### src/rtl/pt_walk_engine.sv
// Shared page-table walk engine behind the speculative TLB: arbitrates the 8B and 32B
// miss ports, walks with a fixed latency and returns {VPN, PPN} with a one-cycle pulse.
module pt_walk_engine #(
  parameter int WALK_LAT = 4,
  parameter int CNT_W    = 16
) (
  input  logic             clk,
  input  logic             rst_n,
  input  logic             LOOKUP_RQST_8B,
  input  logic [5:0]       LOOKUP_ADDR_8B,
  output logic             LOOKUP_COMPLETE_8B,
  output logic [11:0]      LOOKUP_RETURN_8B,
  input  logic             LOOKUP_RQST_32B,
  input  logic [3:0]       LOOKUP_ADDR_32B,
  output logic             LOOKUP_COMPLETE_32B,
  output logic [7:0]       LOOKUP_RETURN_32B,
  input  logic             PT_WR_EN,
  input  logic             PT_WR_SEL,
  input  logic [5:0]       PT_WR_ADDR,
  input  logic [5:0]       PT_WR_DATA,
  output logic             BUSY,
  output logic [CNT_W-1:0] WALK_COUNT
);

  typedef enum logic [1:0] {IDLE, WALK, RESP} state_e;

  localparam logic [3:0] LAT_LOAD = 4'(WALK_LAT - 1);

  state_e           state_q;
  logic [3:0]       cnt_q;
  logic             port_32b_q;
  logic [5:0]       vpn_q;
  logic             rr_32b_q;
  logic             rearm_8b_q;
  logic             rearm_32b_q;
  logic             cmp_8b_q;
  logic             cmp_32b_q;
  logic [11:0]      ret_8b_q;
  logic [7:0]       ret_32b_q;
  logic             busy_q;
  logic [CNT_W-1:0] count_q;

  logic [5:0] pt8_q  [64];
  logic [3:0] pt32_q [16];

  logic elig_8b;
  logic elig_32b;
  logic grant_32b;

  assign elig_8b  = LOOKUP_RQST_8B  & rearm_8b_q;
  assign elig_32b = LOOKUP_RQST_32B & rearm_32b_q;

  // Under contention the round-robin pointer decides; otherwise the lone eligible port wins.
  always_comb begin
    grant_32b = elig_32b;
    if (elig_8b && elig_32b) grant_32b = rr_32b_q;
  end

  // NOTE: the tables are flops with an async reset, because a reset must restore the default
  // VA->PA mapping; a RAM without reset could not honour that.
  always_ff @(posedge clk or negedge rst_n) begin
    if (!rst_n) begin
      for (int i = 0; i < 64; i++) pt8_q[i]  <= 6'(i) | 6'h20;
      for (int i = 0; i < 16; i++) pt32_q[i] <= 4'(i) | 4'h8;
    end else if (PT_WR_EN) begin
      if (PT_WR_SEL) pt32_q[PT_WR_ADDR[3:0]] <= PT_WR_DATA[3:0];
      else           pt8_q[PT_WR_ADDR]       <= PT_WR_DATA;
    end
  end

  // NOTE: all state uses non-blocking assignments, so the WALK read of a table entry sees the
  // value from before a same-edge write (read-before-write).
  always_ff @(posedge clk or negedge rst_n) begin
    if (!rst_n) begin
      state_q     <= IDLE;
      cnt_q       <= '0;
      port_32b_q  <= 1'b0;
      vpn_q       <= '0;
      rr_32b_q    <= 1'b0;
      rearm_8b_q  <= 1'b1;
      rearm_32b_q <= 1'b1;
      cmp_8b_q    <= 1'b0;
      cmp_32b_q   <= 1'b0;
      ret_8b_q    <= '0;
      ret_32b_q   <= '0;
      busy_q      <= 1'b0;
      count_q     <= '0;
    end else begin
      cmp_8b_q  <= 1'b0;
      cmp_32b_q <= 1'b0;
      if (!LOOKUP_RQST_8B)  rearm_8b_q  <= 1'b1;
      if (!LOOKUP_RQST_32B) rearm_32b_q <= 1'b1;

      case (state_q)
        IDLE: begin
          if (elig_8b || elig_32b) begin
            port_32b_q <= grant_32b;
            vpn_q      <= grant_32b ? {2'b00, LOOKUP_ADDR_32B} : LOOKUP_ADDR_8B;
            cnt_q      <= LAT_LOAD;
            busy_q     <= 1'b1;
            state_q    <= WALK;
            if (elig_8b && elig_32b) rr_32b_q <= ~rr_32b_q;
            if (grant_32b) rearm_32b_q <= 1'b0;
            else           rearm_8b_q  <= 1'b0;
          end
        end
        WALK: begin
          if (cnt_q == 4'd0) begin
            state_q <= RESP;
            if (port_32b_q) begin
              cmp_32b_q <= 1'b1;
              ret_32b_q <= {vpn_q[3:0], pt32_q[vpn_q[3:0]]};
            end else begin
              cmp_8b_q <= 1'b1;
              ret_8b_q <= {vpn_q, pt8_q[vpn_q]};
            end
            if (count_q != {CNT_W{1'b1}}) count_q <= count_q + CNT_W'(1);
          end else begin
            cnt_q <= cnt_q - 4'd1;
          end
        end
        RESP: begin
          busy_q  <= 1'b0;
          state_q <= IDLE;
        end
        default: state_q <= IDLE;
      endcase
    end
  end

  assign LOOKUP_COMPLETE_8B  = cmp_8b_q;
  assign LOOKUP_COMPLETE_32B = cmp_32b_q;
  assign LOOKUP_RETURN_8B    = ret_8b_q;
  assign LOOKUP_RETURN_32B   = ret_32b_q;
  assign BUSY                = busy_q;
  assign WALK_COUNT          = count_q;

endmodule

### config.mk
export PLATFORM = sky130hd
export DESIGN_NAME = pt_walk_engine
export DESIGN_NICKNAME = d
export VERILOG_FILES = /design/src/rtl/pt_walk_engine.sv
export SDC_FILE = /design/constraint.sdc
export NUM_CORES = 1
export LEC_CHECK = 0
export BUFFER_PORTS_ARGS = -buffer_cell sky130_fd_sc_hd__buf_2
export CORE_UTILIZATION = 35
export CTS_CLUSTER_DIAMETER = 150
export DETAILED_ROUTE_END_ITERATION = 10
export GPL_ROUTABILITY_DRIVEN = 0
export PLACE_DENSITY_LB_ADDON = 0.12
export SETUP_SLACK_MARGIN = 0.2
export SLEW_MARGIN = 15
export SYNTH_ARGS = -nofsm -noshare
export SYNTH_HDL_FRONTEND = slang
export SYNTH_SLANG_ARGS = --single-unit
export TNS_END_PERCENT = 1
### constraint.sdc
create_clock -name clk -period 3 [get_ports clk]
set_clock_uncertainty 0.15 [all_clocks]
set_input_delay 0.6 -clock clk [delete_from_list [all_inputs] [get_ports clk]]
set_output_delay 0.6 -clock clk [all_outputs]
set_load 0.01 [all_outputs]
[Yosys cells after proc, flatten, opt, wreduce, memory -nomap -nowiden]
Cells that the tools add are included.
Word-level totals
  register bits: 503
  input port bits: 28
  output and inout port bits: 39
  word-level logic and storage cells: 170
Operators by class
  add/subtract/negate cells: 2
  order comparisons: 6
  equal/unequal tests: 6
  mux-type cells: 36
  bitwise logic cells: 9
  reductions and logical operators: 18
Operators with widths (count)
  $bwmux 384: 1
  $bwmux 64: 1
  $bmux 6 s6: 1
  $demux 6 s6: 1
  $mux 6: 4
  $mux 4: 5
  $add 16x1->16 const B: 1
  $bmux 4 s4: 1
  $demux 4 s4: 1
  $mux 1: 16
  $ne 16x16->1 const B: 1
  $reduce_and 3->1: 5
  $ge 7x7->1 const B: 2
  $not 6->7: 2
  $ge 5x5->1 const B: 2
  $not 4->5: 2
  $reduce_and 2->1: 5
  $pmux 4 s2: 1
  $lt 7x1->1 const B: 1
  $ne 2x2->1 const B: 3
  $lt 5x1->1 const B: 1
  $logic_not 4->1: 1
  $mux 2: 2
  $pmux 2 s2: 1
  10 further kinds: 16

[Logic depth before layout (Yosys ltp)]
  depth after elaboration: 6
  mapped depth: 9
  depth with buffers taken out: 8

[Worst setup path after synthesis]
OpenSTA, ideal clock, no wires.
  path type: in2reg
  start point: input PT_WR_ADDR[3]
  end point: register pt32_q[12] (netlist name)
  library setup time: 0.125 ns
  arrival: 2.023 ns
  required time: 2.725 ns
  path slack: 0.703 ns
  stages: 5
  buffers on the path: 2
  cells stage by stage: clkbuf_1 clkbuf_1 nand4_1 nor3_1 mux2_2
On the way
  longest elaborated chain between the ends: 6
Ends and longest elaborated chain
  from (decl): line 19  | input logic [5:0] PT_WR_ADDR,
  $not 4->5 (not written as such) *: line 66  | if (PT_WR_SEL) pt32_q[PT_WR_ADDR[3:0]] <= PT_WR_DATA[3:0];
  $ge 5x5->1 (not written as such) / $lt 5x1->1 (equally long branches): line 66
  $logic_and 1x1->1 (not written as such): line 66
  $mux 4 (not written as such): line 66
  $demux 4 s4 *: line 66
  $bwmux 64 *: line 66
  to (signal, indexed assignment): line 66
  to (decl): line 44  | logic [3:0] pt32_q [16];
Mark *: on every way between the ends. The rest lies on a longest branch, timed or not.
A chain may end at the register's enable or synchronous reset.

[Worst setup path after layout]
  start point: register vpn_q[0]
  end point: register ret_8b_q[5], in the netlist LOOKUP_RETURN_8B[5]
On the way
  longest elaborated chain between the ends: 4
Ends and longest elaborated chain
  from (decl): line 32  | logic [5:0] vpn_q;
  from (signal assigned): line 98  | vpn_q <= grant_32b ? {2'b00, LOOKUP_ADDR_32B} : LOOKUP_ADDR_8B;
  $not 6->7 (not written as such): line 115  | ret_8b_q <= {vpn_q, pt8_q[vpn_q]};
  $bmux 6 s6: line 115
  $mux 6 (not written as such) (2 in a row): line 115
  to (signal assigned): line 115
  to (decl): line 38  | logic [11:0] ret_8b_q;
Every way passes these cells. The select of a mux whose other input is x is not followed.

==> results.sh <==
export IMPL_status="complete, no violations"
export IMPL_report_final_slew_viol_count=0
export IMPL_final_hold_viol_count=0
export IMPL_wl_met1_um=29600
export IMPL_core_mm2=0.0659
export IMPL_synth_area_mm2=0.0234
export IMPL_worstPathRequired_ns=3.36
export IMPL_yosysTopAreaCell="dfstp_2"
export IMPL_clkTransAtPathRegs_ns=0.06
export IMPL_hp_start="LOOKUP_ADDR_8B[4]"
export IMPL_io_pins=67
export IMPL_grt_use_total_pct=19.1
export IMPL_drt_first_pass_iters=4
export IMPL_hp_class="in2reg"
export IMPL_die_h_um=260
export IMPL_grt_setup_unrepaired="no"
export IMPL_fmax_mhz=374
export IMPL_cts_path_max_buffers=3
export IMPL_cts_tree="yes"
export IMPL_cpPeakStageDelay_ns=0.66
export IMPL_wl_met3_um=1570
export IMPL_synth_top_flop_cell="dfstp_2"
export IMPL_end_kind="register"
export IMPL_synth_most_common_cell="mux2_2"
export IMPL_synthArstFlopShare_pct=100
export IMPL_yosysTopAreaCellShare_pct=29.9
export IMPL_synth_edf_count=0
export IMPL_fill_cells=6140
export IMPL_via_per_inst=5.26
export IMPL_place_inst=2541
export IMPL_dr_max_layer_used="met5"
export IMPL_grt_max_degree=82
export IMPL_syn_inst=1613
export IMPL_nNetsFinal=1770
export IMPL_num_vias=13900
export IMPL_clock_latency_ns=0.62
export IMPL_htree_levels=2
export IMPL_ys_seq_elements=503
export IMPL_overflow=0
export IMPL_crit_chain="buf_12 -> buf_4 -> mux4_2 -> mux2_2 -> o22ai_1 -> a211oi_1 -> a221o_1"
export IMPL_layout_drive_gt1_share_pct=60.0
export IMPL_path_buf_inv=2
export IMPL_period_share_pct=89.2
export IMPL_portBuffers=66
export IMPL_cp_slowest_cell="dfrtp_4"
export IMPL_met2_length_um=30500
export IMPL_ys_top_cells_by_area="dfstp_2 30%, dfrtp_1 25%, mux2_2 22%"
export IMPL_fin_cells=2650
export IMPL_reg2reg_to="LOOKUP_RETURN_8B[5]$_DFFE_PN0P_"
export IMPL_relSlewSlack_pct=47.3
export IMPL_drc_errors=0
export IMPL_setup_tns_ns=0
export IMPL_antenna_found_initial=1
export IMPL_power_static_leakage_nw=12.1
export IMPL_dp_hpwl_um=42600
export IMPL_hold_end="vpn_q[4]$_DFFE_PN0P_"
export IMPL_rr_worst_depth=7
export IMPL_syn_to_final_growth_pct=16.6
export IMPL_rows=94
export IMPL_syn_num_nets=1644
export IMPL_wl_um=62900
export IMPL_synth_cell_types=56
export IMPL_drtIter0Drc=712
export IMPL_start_util_pct=35.5
export IMPL_ant_nets=0
export IMPL_reg2reg_from="vpn_q[0]$_DFFE_PN0P_"
export IMPL_cp_max_fo=18
export IMPL_grt_pass1_wl_um=98000
export IMPL_reg2reg_slack_ns=0.32
export IMPL_holdWs_ns=0.0677
export IMPL_clock_sinks=503
export IMPL_root_buffer="clkbuf_16"
export IMPL_power_density_mw_per_mm2=773
export IMPL_place_area_mm2=0.0253
export IMPL_fin_area_mm2=0.0272
export IMPL_hold_depth=3
export IMPL_seq_area_frac_synth_pct=55.3
export IMPL_dieArea_mm2=0.0678
export IMPL_ir_drop_v=0.000436
export IMPL_wl_per_cell_um=23.7
export IMPL_period_minus_slack_ns=2.68
export IMPL_arrival_ns=3.03
export IMPL_setup_viol=0
export IMPL_cts_buffers=58
export IMPL_worst_slew_pin_slew_ns=0.778
export IMPL_postCtsSetupBuffers=0
export IMPL_die_w_um=260
export IMPL_syn_avg_cell_area_um2=14.5
export IMPL_ys_top_cells_by_count="460 x mux2_2, 266 x dfstp_2, 237 x dfrtp_1"
export IMPL_path_class="reg2reg"
export IMPL_max_cap_violations=0
export IMPL_crit_family="multiplexers"
export IMPL_synth_warnings=0
export IMPL_start_kind="register"
export IMPL_grt_pass1_vias=15000
[flip-flops by register name, indices dropped and copies added (netlist names), 2 cells and up]
register           flops
state_q                2
cnt_q                  4
pt32_q                64
LOOKUP_RETURN_8B      12
LOOKUP_RETURN_32B      8
vpn_q                  6
pt8_q                384
WALK_COUNT            16
[logic make-up (layout without fill, tap and decap cells)]
family / Yosys count / in the layout / share of synthesized area, %
mux: 627 / 627 / 33.9
xor+xnor: 18 / 18 / 0.675
fa+ha+maj: 3 / 3 / 0.161
other cells: 0 / 1 / 0
compound gates: 85 / 85 / 2.53
simple gates: 261 / 261 / 5.28
flops: 503 / 503 / 55.3
buf+inv: 116 / 288 / 2.22
[layer usage]
layer,vias up,GRT usage (%)
li1,6195,-
met1,7522,26.7
met2,155,31.3
met3,75,2.54
met4,2,4.95
met5,-,0
[power by group]
part	switching, mW	total [mW]	leakage [nW]	internal (mW)
logic	2.84	5.48	5.23	2.65
registers	0.709	8.61	5.92	7.90
clock network	2.84	6.95	0.921	4.11
total	6.39	21.0	12.1	14.7
[per-stage QoR]
step                setup WS (ns)  util [%]  power (mW)
global placement            0.372      38.5        14.2
detailed placement          0.353      38.5        14.3
finish                      0.325      41.4        21.0
CTS                         0.340      41.4        21.4
global route                0.241      41.4        22.1
floorplan                   0.703         -        12.1
[worst max path at each step]
stage	slack, ns	endpoint	cells past startpoint	startpoint
2_1_floorplan	0.70	pt32_q[12]$_DFFE_PN0P_	5	PT_WR_ADDR[3]
3_3_place_gp	0.37	LOOKUP_RETURN_8B[5]$_DFFE_PN0P_	7	vpn_q[0]$_DFFE_PN0P_
3_5_place_dp	0.35	LOOKUP_RETURN_8B[5]$_DFFE_PN0P_	7	vpn_q[0]$_DFFE_PN0P_
4_1_cts	0.34	LOOKUP_RETURN_8B[5]$_DFFE_PN0P_	7	vpn_q[0]$_DFFE_PN0P_
5_1_grt	0.24	LOOKUP_RETURN_8B[1]$_DFFE_PN0P_	8	cnt_q[0]$_DFFE_PN0P_
6_report	0.32	LOOKUP_RETURN_8B[5]$_DFFE_PN0P_	7	vpn_q[0]$_DFFE_PN0P_
[placed cells by master (no fill, tap or decap), types with 6 or more instances in the layout]
cell type,netlist,layout
mux2_2,460,460
dfstp_2,266,266
dfrtp_1,237,234
nand2_1,90,90
mux2i_1,85,85
buf_4,5,85
mux4_2,73,73
nor2_1,65,65
buf_2,21,65
clkbuf_16,0,60
a22oi_1,34,34
nand3_1,28,28
a21oi_1,23,23
clkbuf_1,68,21
buf_12,0,19
clkbuf_8,0,15
nand4_1,11,11
xor2_1,10,10
nor2b_1,9,9
mux4_1,9,9
inv_1,8,8
nand2b_1,8,8
nor3_1,8,8
xnor2_1,8,8
clkinv_2,0,7
and2_1,6,6
nor4_1,6,6
a31oi_1,6,6
[worst reg2reg max path: stages, from the launching register on]
cell and delay, ns:
dfrtp_4 0.66, buf_12 0.27, buf_4 0.20, mux4_2 0.51
mux2_2 0.27, o22ai_1 0.16, a211oi_1 0.08, a221o_1 0.27
[area by class of cell]
class	count	area (um^2)	area share, %
Sequential cell	503	12900	47.5
Multi-Input combinational cell	994	9940	36.5
Clock buffer	96	1790	6.56
Timing Repair Buffer	172	1380	5.06
Tap cell	864	1080	3.97
Clock inverter	10	88.8	0.326
Inverter	10	37.5	0.138
Antenna cell	1	2.50	0.00919
[timing repair]
item / CTS / global route
gates resized for setup: 0 / 0
hold endpoints to repair: 28 / 0
hold buffers: 2 / 0
No activity file was read; power rests on OpenSTA's default activity.
